File: config.mk
export PLATFORM = sky130hd
export DESIGN_NAME = aes_inv_round_ctrl
export DESIGN_NICKNAME = d
export VERILOG_FILES = /design/src/rtl/aes_pkg.sv /design/src/rtl/aes_inv_round_ctrl.sv
export SDC_FILE = /design/constraint.sdc
export NUM_CORES = 1
export LEC_CHECK = 0
export CAP_MARGIN = 25
export CORE_AREA = 2 2 307 309
export CTS_CLUSTER_DIAMETER = 50
export DETAILED_ROUTE_END_ITERATION = 10
export DIE_AREA = 0 0 309 311
export PLACE_DENSITY = 0.44
export SLEW_MARGIN = 20
export SYNTH_ARGS = -nofsm -noshare
export SYNTH_HDL_FRONTEND = slang
export SYNTH_SLANG_ARGS = --single-unit
File: constraint.sdc
create_clock -name clk -period 2.65 [get_ports clk]
set_input_delay 0.53 -clock clk [delete_from_list [all_inputs] [get_ports clk]]
set_output_delay 0.53 -clock clk [all_outputs]
set_load 0.02 [all_outputs]
File: src/rtl/aes_pkg.sv
`default_nettype none
// ============================================================
// aes_pkg : shared types and constants for the inverse AES core
// Revision: 1.0
// ============================================================
package aes_pkg;

   typedef enum logic [2:0] {
      ST_IDLE  = 3'd0,
      ST_WORD  = 3'd1,
      ST_CAPT  = 3'd2,
      ST_FINAL = 3'd3,
      ST_DONE  = 3'd4
   } inv_ctrl_state_t;

   localparam logic [1:0] AES_MODE_128 = 2'b00;
   localparam logic [1:0] AES_MODE_192 = 2'b01;
   localparam logic [1:0] AES_MODE_256 = 2'b10;

   localparam logic [3:0] AES_NR_128 = 4'd10;
   localparam logic [3:0] AES_NR_192 = 4'd12;
   localparam logic [3:0] AES_NR_256 = 4'd14;

   // Unknown encodings fall back to AES-128.
   function automatic logic [3:0] aes_nr(input logic [1:0] mode);
      case (mode)
         AES_MODE_192: aes_nr = AES_NR_192;
         AES_MODE_256: aes_nr = AES_NR_256;
         default:      aes_nr = AES_NR_128;
      endcase
   endfunction

endpackage
`default_nettype wire

File: src/rtl/aes_inv_round_ctrl.sv
`default_nettype none
// ============================================================
// aes_inv_round_ctrl : round sequencer for the word-serial inverse AES datapath
// Revision: 1.0
// ============================================================
module aes_inv_round_ctrl
   import aes_pkg::*;
(
   input  logic         clk,
   input  logic         rst_n,
   input  logic         in_valid,
   output logic         in_ready,
   input  logic [127:0] in_data,
   input  logic [1:0]   in_mode,
   output logic         out_valid,
   input  logic         out_ready,
   output logic [127:0] out_data,
   output logic [3:0]   rk_index,
   input  logic [127:0] rk_data,
   output logic [3:0]   rd_round,
   output logic [1:0]   rd_mode,
   output logic [127:0] rd_round_key,
   output logic [127:0] rd_data_in,
   output logic [1:0]   rd_width_sel,
   input  logic [127:0] rd_data_out
);

   inv_ctrl_state_t st;
   logic [127:0]    blk_state;
   logic [3:0]      round;
   logic [1:0]      mode;
   logic [1:0]      word_cnt;
   logic [3:0]      round_nxt;

   assign round_nxt = round + 4'd1;

   always_ff @(posedge clk) begin
      if (!rst_n) begin
         st        <= ST_IDLE;
         blk_state <= '0;
         round     <= '0;
         mode      <= AES_MODE_128;
         word_cnt  <= '0;
         out_valid <= 1'b0;
         out_data  <= '0;
      end else begin
         case (st)
            ST_IDLE: begin
               if (in_valid) begin
                  blk_state <= in_data;
                  // Mode 11 has no last-round flag in the datapath; run it as AES-128.
                  mode      <= (in_mode == 2'b11) ? AES_MODE_128 : in_mode;
                  round     <= '0;
                  word_cnt  <= '0;
                  st        <= ST_WORD;
               end
            end
            ST_WORD: begin
               word_cnt <= word_cnt + 2'd1;
               if (word_cnt == 2'd3)
                  st <= ST_CAPT;
            end
            ST_CAPT: begin
               blk_state <= rd_data_out;
               round     <= round_nxt;
               word_cnt  <= '0;
               st        <= (round_nxt == aes_nr(mode)) ? ST_FINAL : ST_WORD;
            end
            ST_FINAL: begin
               out_data  <= rd_data_out;
               out_valid <= 1'b1;
               st        <= ST_DONE;
            end
            ST_DONE: begin
               if (out_ready) begin
                  out_valid <= 1'b0;
                  st        <= ST_IDLE;
               end
            end
            default: st <= ST_IDLE;
         endcase
      end
   end

   assign in_ready     = (st == ST_IDLE);
   assign rk_index     = aes_nr(mode) - round;
   assign rd_round     = round;
   assign rd_mode      = mode;
   assign rd_round_key = rk_data;
   assign rd_data_in   = blk_state;
   // Most-significant word first; parked on word 3 outside WORD.
   assign rd_width_sel = (st == ST_WORD) ? (2'd3 - word_cnt) : 2'd3;

endmodule
`default_nettype wire

---- Word level (Yosys, flattened, before mapping) ----
Index checks and enable logic that the tools add are counted.
cells by class
  add/subtract/negate cells ............... 4
  reductions and logical operators ........ 9
  multiplexer cells ....................... 18
  eq/ne operators ......................... 12
operators by type and width
  kind                                                             number
  128-bit one-hot mux with 2 select lines                          1
  128-bit 2-to-1 mux                                               1
  3-bit one-hot mux with 5 select lines                            1
  4-bit 2-to-1 mux                                                 3
  3-bit 2-to-1 mux                                                 3
  2-bit 2-to-1 mux                                                 4
  4-bit one-hot mux with 2 select lines                            1
  2-bit AND reduction                                              4
  2-bit == test, second input constant                             3
  3-bit by 2-bit == test with 1-bit output, second input constant  2
  2-bit inequality test, second input constant                     3
  2-bit one-hot mux with 3 select lines                            1
  3-bit one-hot mux with 2 select lines                            1
  4-bit by 1-bit adder with 4-bit output, second input constant    1
  4-bit == test                                                    1
  2-bit nonzero test                                               2
  4-bit subtractor                                                 1
  3-bit by 1-bit == test with 1-bit output, second input constant  1
  3-bit == test, second input constant                             1
  3-bit zero test                                                  1
  3-bit AND reduction                                              1
  3-bit nonzero test                                               1
  2-bit by 1-bit adder with 2-bit output, second input constant    1
  2-bit by 1-bit == test with 1-bit output, second input constant  1
  other kinds (3)                                                  3
word-level totals
  register bits after elaboration ......... 268
  word-level logic and storage cells ...... 50

---- Logic depth before layout (Yosys ltp) ----
Gate-level depths: netlist of run 1.
  word-level depth ........................ 7
  depth in mapped cells ................... 7
  gate-level depth less buffers ........... 7

---- Worst setup path after synthesis of run 1 ----
Ideal clock, no wire load.
  path type ............................... register to output
  from .................................... reg mode[1] (netlist: rd_mode[1])
  to ...................................... out rk_index[3]
  stages on the path, launching flop included .. 7
  path slack .............................. 540 ps
  arrival ................................. 1580 ps
  path buffers ............................ 0
  cell sequence ........................... dfxtp_1 > inv_1 > ha_1 > inv_1 > ha_1 > a21oi_1 > xnor2_1
between the ends
  word-level cells in the longest chain between the ends .. 3
ends and longest elaborated chain
  element                                                                    line                      RTL
  start, declared                                                            aes_inv_round_ctrl.sv:31  logic [1:0] mode;
  start signal, assigned                                                     aes_inv_round_ctrl.sv:52  mode <= (in_mode == 2'b11) ? AES_MODE_128 : in_mode;
  2-bit == test or 2-bit by 1-bit == test with 1-bit output (tied branches)  aes_pkg.sv:26             case (mode)
  3-bit one-hot mux with 2 select lines (*)                                  aes_pkg.sv:26
  4-bit subtractor (*)                                                       aes_inv_round_ctrl.sv:86  assign rk_index = aes_nr(mode) - round;
  end, declared                                                              aes_inv_round_ctrl.sv:18  output logic [3:0] rk_index,
Every way passes the cells marked *; elsewhere a longest branch is shown, timed or not.

---- Worst setup path after layout of run 1 ----
Ends and elaborated chain as after synthesis.

==> flow_metrics.tcl, run 1 <==
set metrics [dict create \
    cts_buffers 53 \
    crit_fanout 2 \
    cts_root_buf "clkbuf_16" \
    syn2layout_area_growth_pct 68.2 \
    total_power_uw 12900 \
    drive_gt1_share_pct 8.58 \
    synth_ff_type "dfxtp_1" \
    slew_violations 0 \
    syn-cell-area_sq_um 11700 \
    cts_max_level 2 \
    rsz0062_at_grt "true" \
    gp_congestion 0.787 \
    finalClockSkew_ns 0.0302 \
    power_frac_comb_pct 12.2 \
    synth_warnings 0 \
    power_frac_seq_pct 33.4 \
    min_period_ns 2.61 \
    tightest_slew_ns 0.693 \
    clock_power_share_pct 54.4 \
    clk_latency_ns 0.61 \
    tns_ns 0 \
    finalCritPeriodShare_pct 98.6 \
    nets 2277 \
    cts_hold_buf 0 \
    first_global_vias 11444 \
    fp.dieW_um 309 \
    fmax_ghz 0.383 \
    track_usage_pct 10.8 \
    route.detailed.drc 0 \
    start_util_pct 12.6 \
    cts.sinks 268 \
    async_flop_share_pct 0 \
    floorplan.die_area_sq_um 96100 \
    path_delay_family "adder cells" \
    slowest_stage "dfxtp_2" \
    pin_count 788 \
    switching_share_pct 25.4 \
    synth_top_cells_by_count "526 x nand2_1, 268 x dfxtp_1, 133 x a21boi_0" \
    io_buffers 531 \
    core_area_sq_um 92800 \
    synth_nets 1885 \
    path_class "flop to output port" \
    via_count 11546 \
    powerDensity_nw_per_um2 657 \
    path_clk_slew_ns 0.05 \
    grt_max_degree 88 \
    crit_chain "inv_2, ha_4, inv_2, ha_4, a21oi_2, xnor2_2, buf_6, buf_12" \
    setup_violations 0 \
    crit_path_end_kind "output port" \
    slew_headroom_pct 53.8 \
    cap_violations 0 \
    num_rows 112 \
    synthTopCellsByArea "dfxtp_1 46%, nand2_1 17%, a21boi_0 8.5%, buf_4 8.4%, a31oi_1 6.9%" \
    synth_top_area_share_pct 45.9 \
    cp-start-kind "flop" \
    cts_tree "yes" \
    routedWlPerCell_um 17.0 \
    synth-seq-cells 268 \
    yosysMostFrequentCell "nand2_1" \
    synth_edf_count 0 \
    crit_buf_inv 4 \
    status "finished, final reports clean" \
    ys_types 37 \
    first_pass_iters 4 \
    ant_nets 0 \
    grt_pass1_wl_um 77800 \
    ir_worst_vdd_mv 0.374 \
    hp-class "input port to flop" \
    netSwitchingPower_uw 3280 \
    grt.overflow.total 0 \
    die_y_um 311 \
    syn_avg_cell_area_sq_um 7.85 \
    required_ns 2.12 \
    yosysTopAreaCell "dfxtp_1" \
    leakage_uw 0.00684 \
    clockBufferDepth 3 \
    ys_seq_area_share_pct 45.9 \
    viasPerCell 3.63 \
    cpPeakStageDelay_ns 0.33 \
    hold_viol 0 \
    syn_inst 1489 \
    internal_power_uw 9620 \
    antenna_found_initial 1 \
    drt-total-wl_um 54100 \
    drtIter0Drc 613 \
    worstPathArrival_ns 2.08 \
    dp_hpwl_um 39400 \
]
## placed cells by master, fill, tap and decap left out, types with 7 or more instances in the layout
| master | synthesis | layout |
|---|---|---|
| a21boi_0 | 133 | 133 |
| a31oi_1 | 128 | 128 |
| buf_12 | 0 | 18 |
| buf_4 | 130 | 35 |
| bufinv_16 | 0 | 7 |
| clkbuf_1 | 62 | 8 |
| clkbuf_16 | 0 | 55 |
| clkdlybuf4s50_1 | 0 | 526 |
| clkinv_2 | 0 | 10 |
| dfxtp_1 | 268 | 264 |
| inv_6 | 0 | 8 |
| nand2_1 | 526 | 525 |
| nor2_1 | 7 | 7 |
| o21ai_0 | 117 | 117 |
| o21ai_1 | 14 | 14 |
## what timing repair did
action	CTS	global route
resized for setup	21	3
setup endpoints to repair	6	2
pin swaps	6	1
buffers inserted	2	0
## state kept, by name (all words and copies together) (netlist names)
register and count:
word_cnt 2, rd_mode 2, out_valid 1, rd_data_in 128, rd_round 4, out_data 128
st 3
## cell type report
type                            instances  area, sq um
Tap cell                             1254         1570
Antenna cell                            1         2.50
Fill cell                           10414        73100
Multi-Input combinational cell        968         4900
Timing Repair Buffer                  584         5940
Inverter                                6         25.0
Sequential cell                       268         5370
Clock inverter                         32          387
Clock buffer                           66         1450
## stage by stage
step	area [sq um]	worst slack (ns)	hold WS (ns)	cells	utilization (%)
final	19600	0.0367	0.445	3179	21.2
after floorplan	11700	0.540	0.487	1489	-
after global placement	17700	0.188	0.451	3078	19.1
after detailed placement	17700	0.240	0.458	3078	19.1
after global routing	19600	-0.0958	0.443	3178	21.2
after CTS	19600	-0.0948	0.407	3178	21.2
## worst reg2reg max path, delay by kind of cell, from the launching register on
family,cells,cell delay (ns)
simple gates,1,0.19
xor+xnor,1,0.19
fa+ha+maj,1,0.25
flops,1,0.31
compound gates,2,0.64
buf+inv,1,0.17
## cells by family (layout without fill, tap and decap cells)
kind of cell / after synthesis / count (layout) / synth area share (%)
other: 0 / 1 / 0
flip-flops: 268 / 268 / 45.9
XOR/XNOR: 3 / 3 / 0.225
buffers and inverters: 253 / 688 / 12.8
adder cells (fa/ha/maj): 6 / 6 / 0.707
AND/OR/NAND/NOR: 553 / 553 / 18.4
AO/OA/AOI/OAI: 406 / 406 / 21.9
## routing by layer
metal | up-vias | track usage [%] | wire length [um]
li1 | 5671 | - | -
met4 | 0 | 4.41 | 1880
met1 | 5328 | 12.8 | 22500
met5 | - | 0 | 0
met2 | 429 | 17.3 | 24800
met3 | 118 | 4.36 | 4800
## power by group through the flow
| stage | Clock [uW] | Sequential, uW | Combinational [uW] |
|---|---|---|---|
| after floorplan | 0 | 4580 | 654 |
| after global placement | 0 | 4390 | 1580 |
| after detailed placement | 0 | 4390 | 1580 |
| after CTS | 7280 | 4310 | 1590 |
| after global routing | 7460 | 4330 | 1690 |
| final | 7020 | 4310 | 1570 |
## worst paths after layout
check / startpoint / endpoint / slack (ns) / cells after the start
worst min-delay path: rst_n / out_data[26] / 0.45 / 2
worst min register to register: out_data[116] / out_data[116] / 0.46 / 2
worst max register to register: rd_round[0] / st[1] / 0.73 / 6
worst max-delay path: rd_mode[1] / rk_index[3] / 0.04 / 8
No activity file was read; power rests on OpenSTA's default activity.
==> run 2: changes to the inputs <==
--- a/config.mk
+++ b/config.mk
@@ -11,6 +11,7 @@
 export DETAILED_ROUTE_END_ITERATION = 10
 export DIE_AREA = 0 0 309 311
 export PLACE_DENSITY = 0.44
+export REMOVE_ABC_BUFFERS = 1
 export SLEW_MARGIN = 20
 export SYNTH_ARGS = -nofsm -noshare
 export SYNTH_HDL_FRONTEND = slang
==> flow_metrics.tcl, run 2 (synthesis results as in run 1) <==
set metrics [dict create \
    status "finished, final reports clean" \
    routedWlPerCell_um 26.6 \
    floorplan.die_area_sq_um 96100 \
    rsz0062_at_grt "false" \
    drtIter0Drc 929 \
    post-route-util_pct 21.1 \
    slowest_stage "clkdlybuf4s50_1" \
    worstPathArrival_ns 1.99 \
    first_pass_iters 5 \
    grt_max_degree 78 \
    post-place-ws_ns 0.171 \
    die_y_um 311 \
    power_frac_comb_pct 12.0 \
    hold_viol 0 \
    hp-class "input port to flop" \
    grt.overflow.total 0 \
    fin_ws_ns 0.131 \
    slew_violations 0 \
    route.detailed.drc 0 \
    slew_headroom_pct 58.0 \
    dp.cells 3085 \
    clockBufferDepth 3 \
    cts_root_buf "clkbuf_16" \
    cts_max_level 2 \
    final_cell_mix "525 x nand2_1, 525 x clkdlybuf4s50_1, 264 x dfxtp_1" \
    required_ns 2.12 \
    powerDensity_nw_per_um2 653 \
    ant_nets 0 \
    cap_violations 0 \
    min_period_ns 2.52 \
    placed_area_sq_um 17800 \
    netSwitchingPower_uw 3310 \
    viasPerCell 3.84 \
    first_global_vias 11813 \
    cts.sinks 268 \
    gp_congestion 0.818 \
    clk_latency_ns 0.61 \
    crit_buf_inv 1 \
    pin_count 788 \
    syn2layout_area_growth_pct 67.8 \
    tns_ns 0 \
    drive_gt1_share_pct 8.56 \
    fmax_ghz 0.397 \
    internal_power_uw 9490 \
    cts_tree "yes" \
    setup_violations 0 \
    finalCritPeriodShare_pct 95.1 \
    cts_buffers 52 \
    io_buffers 531 \
    fillers 10435 \
    cp-start-kind "flop" \
    crit_path_end_kind "output port" \
    cpPeakStageDelay_ns 0.58 \
    final_area_sq_um 19600 \
    crit_fanout 10 \
    ir_worst_vdd_mv 0.421 \
    num_rows 112 \
    drt-total-wl_um 84800 \
    path_class "flop to output port" \
    fin_cells 3183 \
    core_area_sq_um 92800 \
    finalClockSkew_ns 0.0199 \
    dp_hpwl_um 67300 \
    power_frac_seq_pct 33.6 \
    path_clk_slew_ns 0.05 \
    crit_chain "nor3b_2, nand2_1, clkdlybuf4s50_1" \
    start_util_pct 12.6 \
    path_delay_family "buffers and inverters" \
    leakage_uw 0.00685 \
    fp.dieW_um 309 \
    clock_power_share_pct 54.4 \
    track_usage_pct 17.0 \
    nets 2282 \
    tightest_slew_ns 0.627 \
    antenna_found_initial 1 \
    switching_share_pct 25.9 \
    grt_pass1_wl_um 110000 \
    via_count 12217 \
]
run 2: cell types whose count changed in the layout (fill, tap and decap cells not counted), sizes merged, moves of 2 or more:
cell / before / now
buf: 54 / 61
clkbuf: 67 / 63
clkinvlp: 4 / 2
inv: 14 / 16
run 2: routing by layer:
layer,share of wire (%),GRT usage [%]
met2,41,24.1
met3,24,19.4
met5,2.0,12.4
met4,2.3,4.42
met1,31,14.8
run 2: final cells by class:
| type | instances | area (sq um) | share of cell area, % |
|---|---|---|---|
| clock buffers | 63 | 1390 | 7.11 |
| multi-input cells | 968 | 4870 | 24.8 |
| flip-flops and latches | 268 | 5370 | 27.4 |
| well taps | 1254 | 1570 | 8.00 |
| repair buffers | 590 | 5970 | 30.5 |
| clock inverters | 33 | 405 | 2.07 |
| inverters | 6 | 22.5 | 0.115 |
| diodes | 1 | 2.50 | 0.0128 |
run 2: through the flow:
| stage | power, uW | hold WS [ns] |
|---|---|---|
| after detailed placement | 5930 | 0.456 |
| after global placement | 5930 | 0.450 |
| final | 12800 | 0.327 |
| after CTS | 13000 | 0.292 |
| after global routing | 13300 | 0.335 |
| after floorplan | 4900 | 0.487 |
run 2: timing repair:
item                                    in CTS  in global routing
gates cloned                                 0                  0
hold buffers                                 0                  0
setup buffers                                0                  1
endpoints found under the setup margin       6                  4
pin swaps                                    0                  3
resized for setup                            9                 14
run 2: power groups by stage:
stage	Clock, uW	Combinational [uW]	Sequential [uW]
6_report	6960	1540	4310
2_1_floorplan	0	310	4590
4_1_cts	7160	1550	4300
3_3_place_gp	0	1550	4390
3_5_place_dp	0	1540	4380
5_1_grt	7340	1640	4320
run 2: worst paths after layout:
path,slack (ns),end,startpoint,depth (start not counted)
worst max-delay path,0.13,rd_width_sel[1],st[0],3
worst min-delay path,0.33,out_valid,rst_n,3
worst max register to register,0.66,out_data[121],st[2],5
worst min register to register,0.46,out_data[36],out_data[36],2
run 2: worst register-to-register path, delay by kind of cell (launching register included):
kind                   cells  cell delay, ns
AOI/OAI and AO/OA          1            0.19
buffers and inverters      2            0.55
DFF                        1            0.51
and+or+nand+nor            2            0.66
